**src/rtl/cmd_reg_arbiter.sv**
```systemverilog
// cmd_reg_arbiter
// Write arbiter and safety sequencer for the command register bank
// (addresses 25-44). The bank's single write port is shared between the
// SPI host write path and the on-board PID loop. A host-link watchdog
// forces a fixed all-stop write sequence when the host goes quiet.
//
// Ports
//   SYS_CLK                 system clock, rising edge
//   RST                     synchronous active-high reset
//   host_req/addr/data      host write request, held until host_ack
//   host_ack/host_err       one-cycle completion, err=1 means rejected
//   pid_req/addr/data       PID write request, held until pid_ack
//   pid_ack/pid_err         one-cycle completion, err=1 means rejected
//   wdog_en                 watchdog enable
//   wr_en/wr_addr/wr_data   bank write port (one-cycle strobe)
//   estop_active            forced-stop state latched
//
// state | meaning
// IDLE  | grants host/PID requests, watchdog counting
// ES0   | all-stop write (40 <- 001F) on the bus
// ES1   | motor duty write (33 <- 0) on the bus
// ES2   | motor duty write (34 <- 0) on the bus
// ES3   | motor duty write (35 <- 0) on the bus
// ES4   | motor duty write (36 <- 0) on the bus, back to IDLE next
module cmd_reg_arbiter #(
   parameter logic [23:0] TIMEOUT_CYCLES = 24'd4800000
) (
   input  logic        SYS_CLK,
   input  logic        RST,
   input  logic        host_req,
   input  logic [9:0]  host_addr,
   input  logic [15:0] host_data,
   output logic        host_ack,
   output logic        host_err,
   input  logic        pid_req,
   input  logic [9:0]  pid_addr,
   input  logic [15:0] pid_data,
   output logic        pid_ack,
   output logic        pid_err,
   input  logic        wdog_en,
   output logic        wr_en,
   output logic [9:0]  wr_addr,
   output logic [15:0] wr_data,
   output logic        estop_active
);

   localparam logic [2:0] S_IDLE = 3'd0;
   localparam logic [2:0] S_ES0  = 3'd1;
   localparam logic [2:0] S_ES1  = 3'd2;
   localparam logic [2:0] S_ES2  = 3'd3;
   localparam logic [2:0] S_ES3  = 3'd4;
   localparam logic [2:0] S_ES4  = 3'd5;

   localparam logic PTR_HOST = 1'b0;
   localparam logic PTR_PID  = 1'b1;

   localparam logic [9:0]  A_HOST_LO = 10'd25;
   localparam logic [9:0]  A_HOST_HI = 10'd44;
   localparam logic [9:0]  A_PID_LO  = 10'd33;
   localparam logic [9:0]  A_PID_HI  = 10'd36;
   localparam logic [9:0]  A_ALLSTOP = 10'd40;
   localparam logic [9:0]  A_DUTY0   = 10'd33;
   localparam logic [9:0]  A_DUTY1   = 10'd34;
   localparam logic [9:0]  A_DUTY2   = 10'd35;
   localparam logic [9:0]  A_DUTY3   = 10'd36;
   localparam logic [15:0] D_ALLSTOP = 16'h001F;
   localparam logic [15:0] D_ZERO    = 16'h0000;

   logic [2:0]  state;
   logic        ptr;
   logic [23:0] wdog_cnt;

   logic host_ok;
   logic pid_ok;
   logic host_elig;
   logic pid_elig;
   logic in_idle;
   logic wdog_tc;
   logic grant_host;
   logic grant_pid;
   logic fire;

   always_comb begin
      host_ok   = (host_addr >= A_HOST_LO) && (host_addr <= A_HOST_HI);
      pid_ok    = (pid_addr >= A_PID_LO) && (pid_addr <= A_PID_HI) && !estop_active;
      // A requester whose ack is on the bus this cycle is still holding req
      // from the transfer just completed; it must not be granted again.
      host_elig = host_req && !host_ack;
      pid_elig  = pid_req && !pid_ack;
      in_idle   = (state == S_IDLE);
      wdog_tc   = wdog_en && !estop_active && (wdog_cnt == TIMEOUT_CYCLES - 24'd1);
      // Round-robin: on a tie the requester that was not granted last wins.
      grant_host = in_idle && host_elig && (!pid_elig || (ptr == PTR_PID));
      // A host grant on the terminal cycle resets the watchdog instead.
      fire       = in_idle && wdog_tc && !grant_host;
      grant_pid  = in_idle && pid_elig && !grant_host && !fire;
   end

   always_ff @(posedge SYS_CLK) begin
      if (RST) begin
         state        <= S_IDLE;
         ptr          <= PTR_PID;
         wr_en        <= 1'b0;
         wr_addr      <= '0;
         wr_data      <= '0;
         host_ack     <= 1'b0;
         host_err     <= 1'b0;
         pid_ack      <= 1'b0;
         pid_err      <= 1'b0;
         estop_active <= 1'b0;
      end else begin
         wr_en    <= 1'b0;
         host_ack <= 1'b0;
         host_err <= 1'b0;
         pid_ack  <= 1'b0;
         pid_err  <= 1'b0;
         case (state)
            S_IDLE: begin
               if (fire) begin
                  state        <= S_ES0;
                  wr_en        <= 1'b1;
                  wr_addr      <= A_ALLSTOP;
                  wr_data      <= D_ALLSTOP;
                  estop_active <= 1'b1;
               end else if (grant_host) begin
                  ptr      <= PTR_HOST;
                  host_ack <= 1'b1;
                  host_err <= !host_ok;
                  if (host_ok) begin
                     wr_en   <= 1'b1;
                     wr_addr <= host_addr;
                     wr_data <= host_data;
                     if (host_addr == A_ALLSTOP) begin
                        estop_active <= 1'b0;
                     end
                  end
               end else if (grant_pid) begin
                  ptr     <= PTR_PID;
                  pid_ack <= 1'b1;
                  pid_err <= !pid_ok;
                  if (pid_ok) begin
                     wr_en   <= 1'b1;
                     wr_addr <= pid_addr;
                     wr_data <= pid_data;
                  end
               end
            end
            // Each ES state shows its own write; the register updated here
            // is the write belonging to the following state.
            S_ES0: begin
               state   <= S_ES1;
               wr_en   <= 1'b1;
               wr_addr <= A_DUTY0;
               wr_data <= D_ZERO;
            end
            S_ES1: begin
               state   <= S_ES2;
               wr_en   <= 1'b1;
               wr_addr <= A_DUTY1;
               wr_data <= D_ZERO;
            end
            S_ES2: begin
               state   <= S_ES3;
               wr_en   <= 1'b1;
               wr_addr <= A_DUTY2;
               wr_data <= D_ZERO;
            end
            S_ES3: begin
               state   <= S_ES4;
               wr_en   <= 1'b1;
               wr_addr <= A_DUTY3;
               wr_data <= D_ZERO;
            end
            S_ES4: begin
               state <= S_IDLE;
            end
            default: begin
               state <= S_IDLE;
            end
         endcase
      end
   end

   always_ff @(posedge SYS_CLK) begin
      if (RST) begin
         wdog_cnt <= '0;
      end else if (!wdog_en || estop_active || host_ack || grant_host || fire) begin
         wdog_cnt <= '0;
      end else begin
         wdog_cnt <= wdog_cnt + 24'd1;
      end
   end

endmodule

```
**config.mk**
```make
export PLATFORM = sky130hd
export DESIGN_NAME = cmd_reg_arbiter
export DESIGN_NICKNAME = d
export VERILOG_FILES = /design/src/rtl/cmd_reg_arbiter.sv
export SDC_FILE = /design/constraint.sdc
export NUM_CORES = 1
export LEC_CHECK = 0
export BUFFER_PORTS_ARGS = -buffer_cell sky130_fd_sc_hd__buf_2
export CORE_MARGIN = 3
export CORE_UTILIZATION = 53
export CTS_BUF_LIST = sky130_fd_sc_hd__clkbuf_4 sky130_fd_sc_hd__clkbuf_8
export CTS_CLUSTER_DIAMETER = 30
export DETAILED_ROUTE_END_ITERATION = 16
export GPL_ROUTABILITY_DRIVEN = 0
export HOLD_SLACK_MARGIN = 0.05
export PLACE_DENSITY = 0.87
export SETUP_SLACK_MARGIN = 0.3
export SYNTH_ARGS = -nofsm -noshare
export SYNTH_HDL_FRONTEND = slang
export SYNTH_SLANG_ARGS = --single-unit
export TNS_END_PERCENT = 1
```
**constraint.sdc**
```tcl
create_clock -name SYS_CLK -period 2.3 [get_ports SYS_CLK]
set_input_delay 0.46 -clock SYS_CLK [delete_from_list [all_inputs] [get_ports SYS_CLK]]
set_output_delay 0.46 -clock SYS_CLK [all_outputs]
set_load 0.1 [all_outputs]
```
==> impl_metrics.yaml <==
floorplan:
  die_w_um: 79.6
  core_area_um2: 5170
  dieArea_um2: 6340
  row_count: 26
  die_h_um: 79.6
  start_util: 0.556
  io_pins: 89
run:
  maxCapViolations: 0
drt:
  firstDrtPassIters: 4
  drt_iter0_drc: 191
  drt-vias-per-instance: 5.59
  wl_per_cell_um: 15.5
  vias: 2662
  drc: 0
  drt.antenna.violating_nets: 0
  routed_wl_um: 7370
sta:
  rsz0062_at_grt: "yes"
  post-route-period-util: 0.890
  clock.fmax_mhz: 488
  maxSlewHeadroom: 0.664
  hold_viol_final: 0
  maxSlewViolCount: 0
  max_slew.worst_pin.slew_ns: 0.507
  min_period_ns: 2.05
  setup_tns_ns: 0
  finClkSkew_ns: 0.00911
  final-setup-viol-count: 0
cells_and_area:
  syn_to_final_growth_pct: 32.3
  diodes: 0
  final_cell_area_um2: 3800
  final_cells: 476
  fin_util: 0.735
  fin_nets: 459
  drive_above_1_share: 0.409
power_and_ir_drop:
  pwr-share-clk: 0.383
  comb_power_share: 0.254
  seq_power_share: 0.363
  leakage_nw: 1.49
  p_sw_frac: 0.336
  power_switching_w: 0.00105
  p_int_w: 0.00207
  ir_drop_mv: 0.587
  powerDensity_nw_per_um2: 819
  finalPower_w: 0.00312
min_path:
  holdCritPathClass: "in -> reg"
  whs_path_depth: 3
synthesis:
  synth-edff-count: 0
  syn_nets: 361
  synth.avg_cell_area_um2: 9.49
  netlist_area_um2: 2870
  yosys.area.top_type_share: 0.418
  yosysSeqAreaShare: 0.418
  async_flop_share: 0
  ys_types: 51
  dominantRegCellSynth: "dfxtp_1"
  synth_warnings: 0
  ys_ff_latch: 60
  synth_area_leaders: "dfxtp_1 (42%), nor2_4 (7.1%), xor2_1 (3.7%)"
  netlist_instances: 303
  synth_area_leader_cell: "dfxtp_1"
placed_design:
  dpl_cell_area_um2: 3390
  dp_cells: 453
  dp_hpwl_um: 5140
  port_buffers: 88
clock_network:
  cts-buffers-inserted: 9
  insertion_delay_ns: 0.33
  tritoncts: "done"
  clock_path_buffers: 2
  root_buffer: "clkbuf_8"
  cts.sinks: 60
  htreeDepth: 3
  clk_pin_slew_worst_paths_ns: 0.07
global_route:
  grt_pass1_wl_um: 11300
  antenna_found_initial: 0
  grt_max_degree: 30
  grt_usage: 0.224
  grt_pass1_vias: 2488
  overflow: 0
worst_setup_path:
  required_ns: 2.53
  cp_slowest_cell: "dfxtp_2"
  r2r_cells: 7
  r2r_slack_ns: 0.25
  cp_cell_sequence: "ha_4 > and4_4 > nand4_1 > o21ai_2 > o221ai_2 > buf_12 > o41ai_2"
  path_class: "reg -> reg"
  cp-end-kind: "flop"
  crit_path_max_fanout: 29
  crit_path_start_kind: "flop"
  slowest_delay_ns: 0.38
  worstPathArrival_ns: 2.27
status:
  outcome: "finished clean"
-- cells in the mapped netlist, drive strengths merged (2+ instances only) --
master and n:
and2 7, a221oi 11, o31ai 2, buf 10
o21a 2, and3 5, or4 2, inv 7
nor3 12, xor2 12, or3 2, nor2b 4
xnor2 11, dfxtp 60, clkbuf 7, nand4 6
o41ai 2, o221ai 7, nor4b 2, a211o 2
nor2 36, nand2b 15, nand3 8, a21oi 17
nand3b 12, nor4 3, o21ai 12, a31oi 2
nand2 15
-- placed cells by master, fill, tap and decap left out, types with 2 or more instances in the layout --
cell type	Yosys	routed
or3_1	2	2
nand2_1	15	15
nor2_2	3	2
nor4_1	3	3
o21a_1	2	2
xnor2_1	11	11
nor2_4	18	19
a21oi_1	17	17
dfxtp_2	0	2
o31ai_1	2	2
nor3_1	10	10
buf_2	6	88
buf_4	0	13
and3_1	5	5
a221oi_2	0	5
o221ai_1	6	6
a211o_1	2	2
a221oi_1	11	6
bufinv_16	0	3
dfxtp_1	60	55
clkbuf_8	0	11
nand2b_1	14	14
a31oi_1	2	2
buf_12	1	3
and2_1	7	7
nor3_4	1	2
xor2_1	12	12
nand4_1	5	5
o21ai_0	11	11
nand3b_1	12	12
nand3_1	8	8
o41ai_2	0	2
dfxtp_4	0	3
nor2b_1	4	3
inv_1	7	7
nor2_1	15	15
-- timing repair --
action	CTS	global route
gates resized for setup	10	8
pin swaps	4	3
setup buffers	4	3
hold buffers	0	0
setup endpoints to repair	40	49
-- worst max-delay path: cells and delay by family (launching register included) --
| kind | cells | cell delay [ns] |
|---|---|---|
| and+or+nand+nor | 2 | 0.41 |
| DFF | 1 | 0.38 |
| buffers and inverters | 1 | 0.21 |
| AOI/OAI and AO/OA | 3 | 0.77 |
| adders and majority gates | 1 | 0.17 |
-- state kept, by name (all words and copies together), names as in the netlist --
signal,count
host_err,1
ptr,1
wr_en,1
pid_err,1
pid_ack,1
estop_active,1
wdog_cnt,24
wr_data,16
host_ack,1
wr_addr,10
state,3
-- layer usage --
layer  vias to the layer above  global-route usage  share of wire
met5                         -                   0              0
li1                       1291                   -              -
met3                        20              0.0474          0.054
met4                         0              0.0773          0.023
met1                      1256               0.268           0.43
met2                        95               0.395           0.49
-- logic make-up after synthesis --
logic type,synth area share
buf+inv,0.0488
simple gates,0.312
fa+ha+maj,0.00435
xor+xnor,0.0701
compound gates,0.147
flops,0.418
-- power by group through the flow --
stage / clock network [W] / registers, W / logic (W)
global placement: 0 / 0.00115 / 0.000747
global route: 0.00126 / 0.00114 / 0.000824
floorplan: 0 / 0.00158 / 0.000181
finish: 0.00119 / 0.00113 / 0.000790
detailed placement: 0 / 0.00115 / 0.000756
CTS: 0.00120 / 0.00113 / 0.000774
-- stage by stage --
step	setup slack, ns	hold slack, ns
floorplan	0.259	0.441
global placement	0.148	0.440
detailed placement	0.102	0.446
CTS	0.286	0.391
global route	0.148	0.399
finish	0.253	0.399
-- final timing paths --
path / from / end
worst min-delay path: pid_data[14] / wr_data[14]
worst max register to register: wdog_cnt[0] / wr_addr[5]
worst min register to register: wr_addr[9] / wr_addr[9]
worst max-delay path: wdog_cnt[0] / wr_addr[5]
-- cell type report --
cell class                      count  area, um^2
Timing Repair Buffer              104         598
Clock buffer                       12         159
Sequential cell                    60        1210
Tap cell                           70        87.6
Multi-Input combinational cell    219        1620
Inverter                            7        26.3
Clock inverter                      4        95.1
Fill cell                         346        1370
Note: power is estimated with default switching activity, not from simulation.
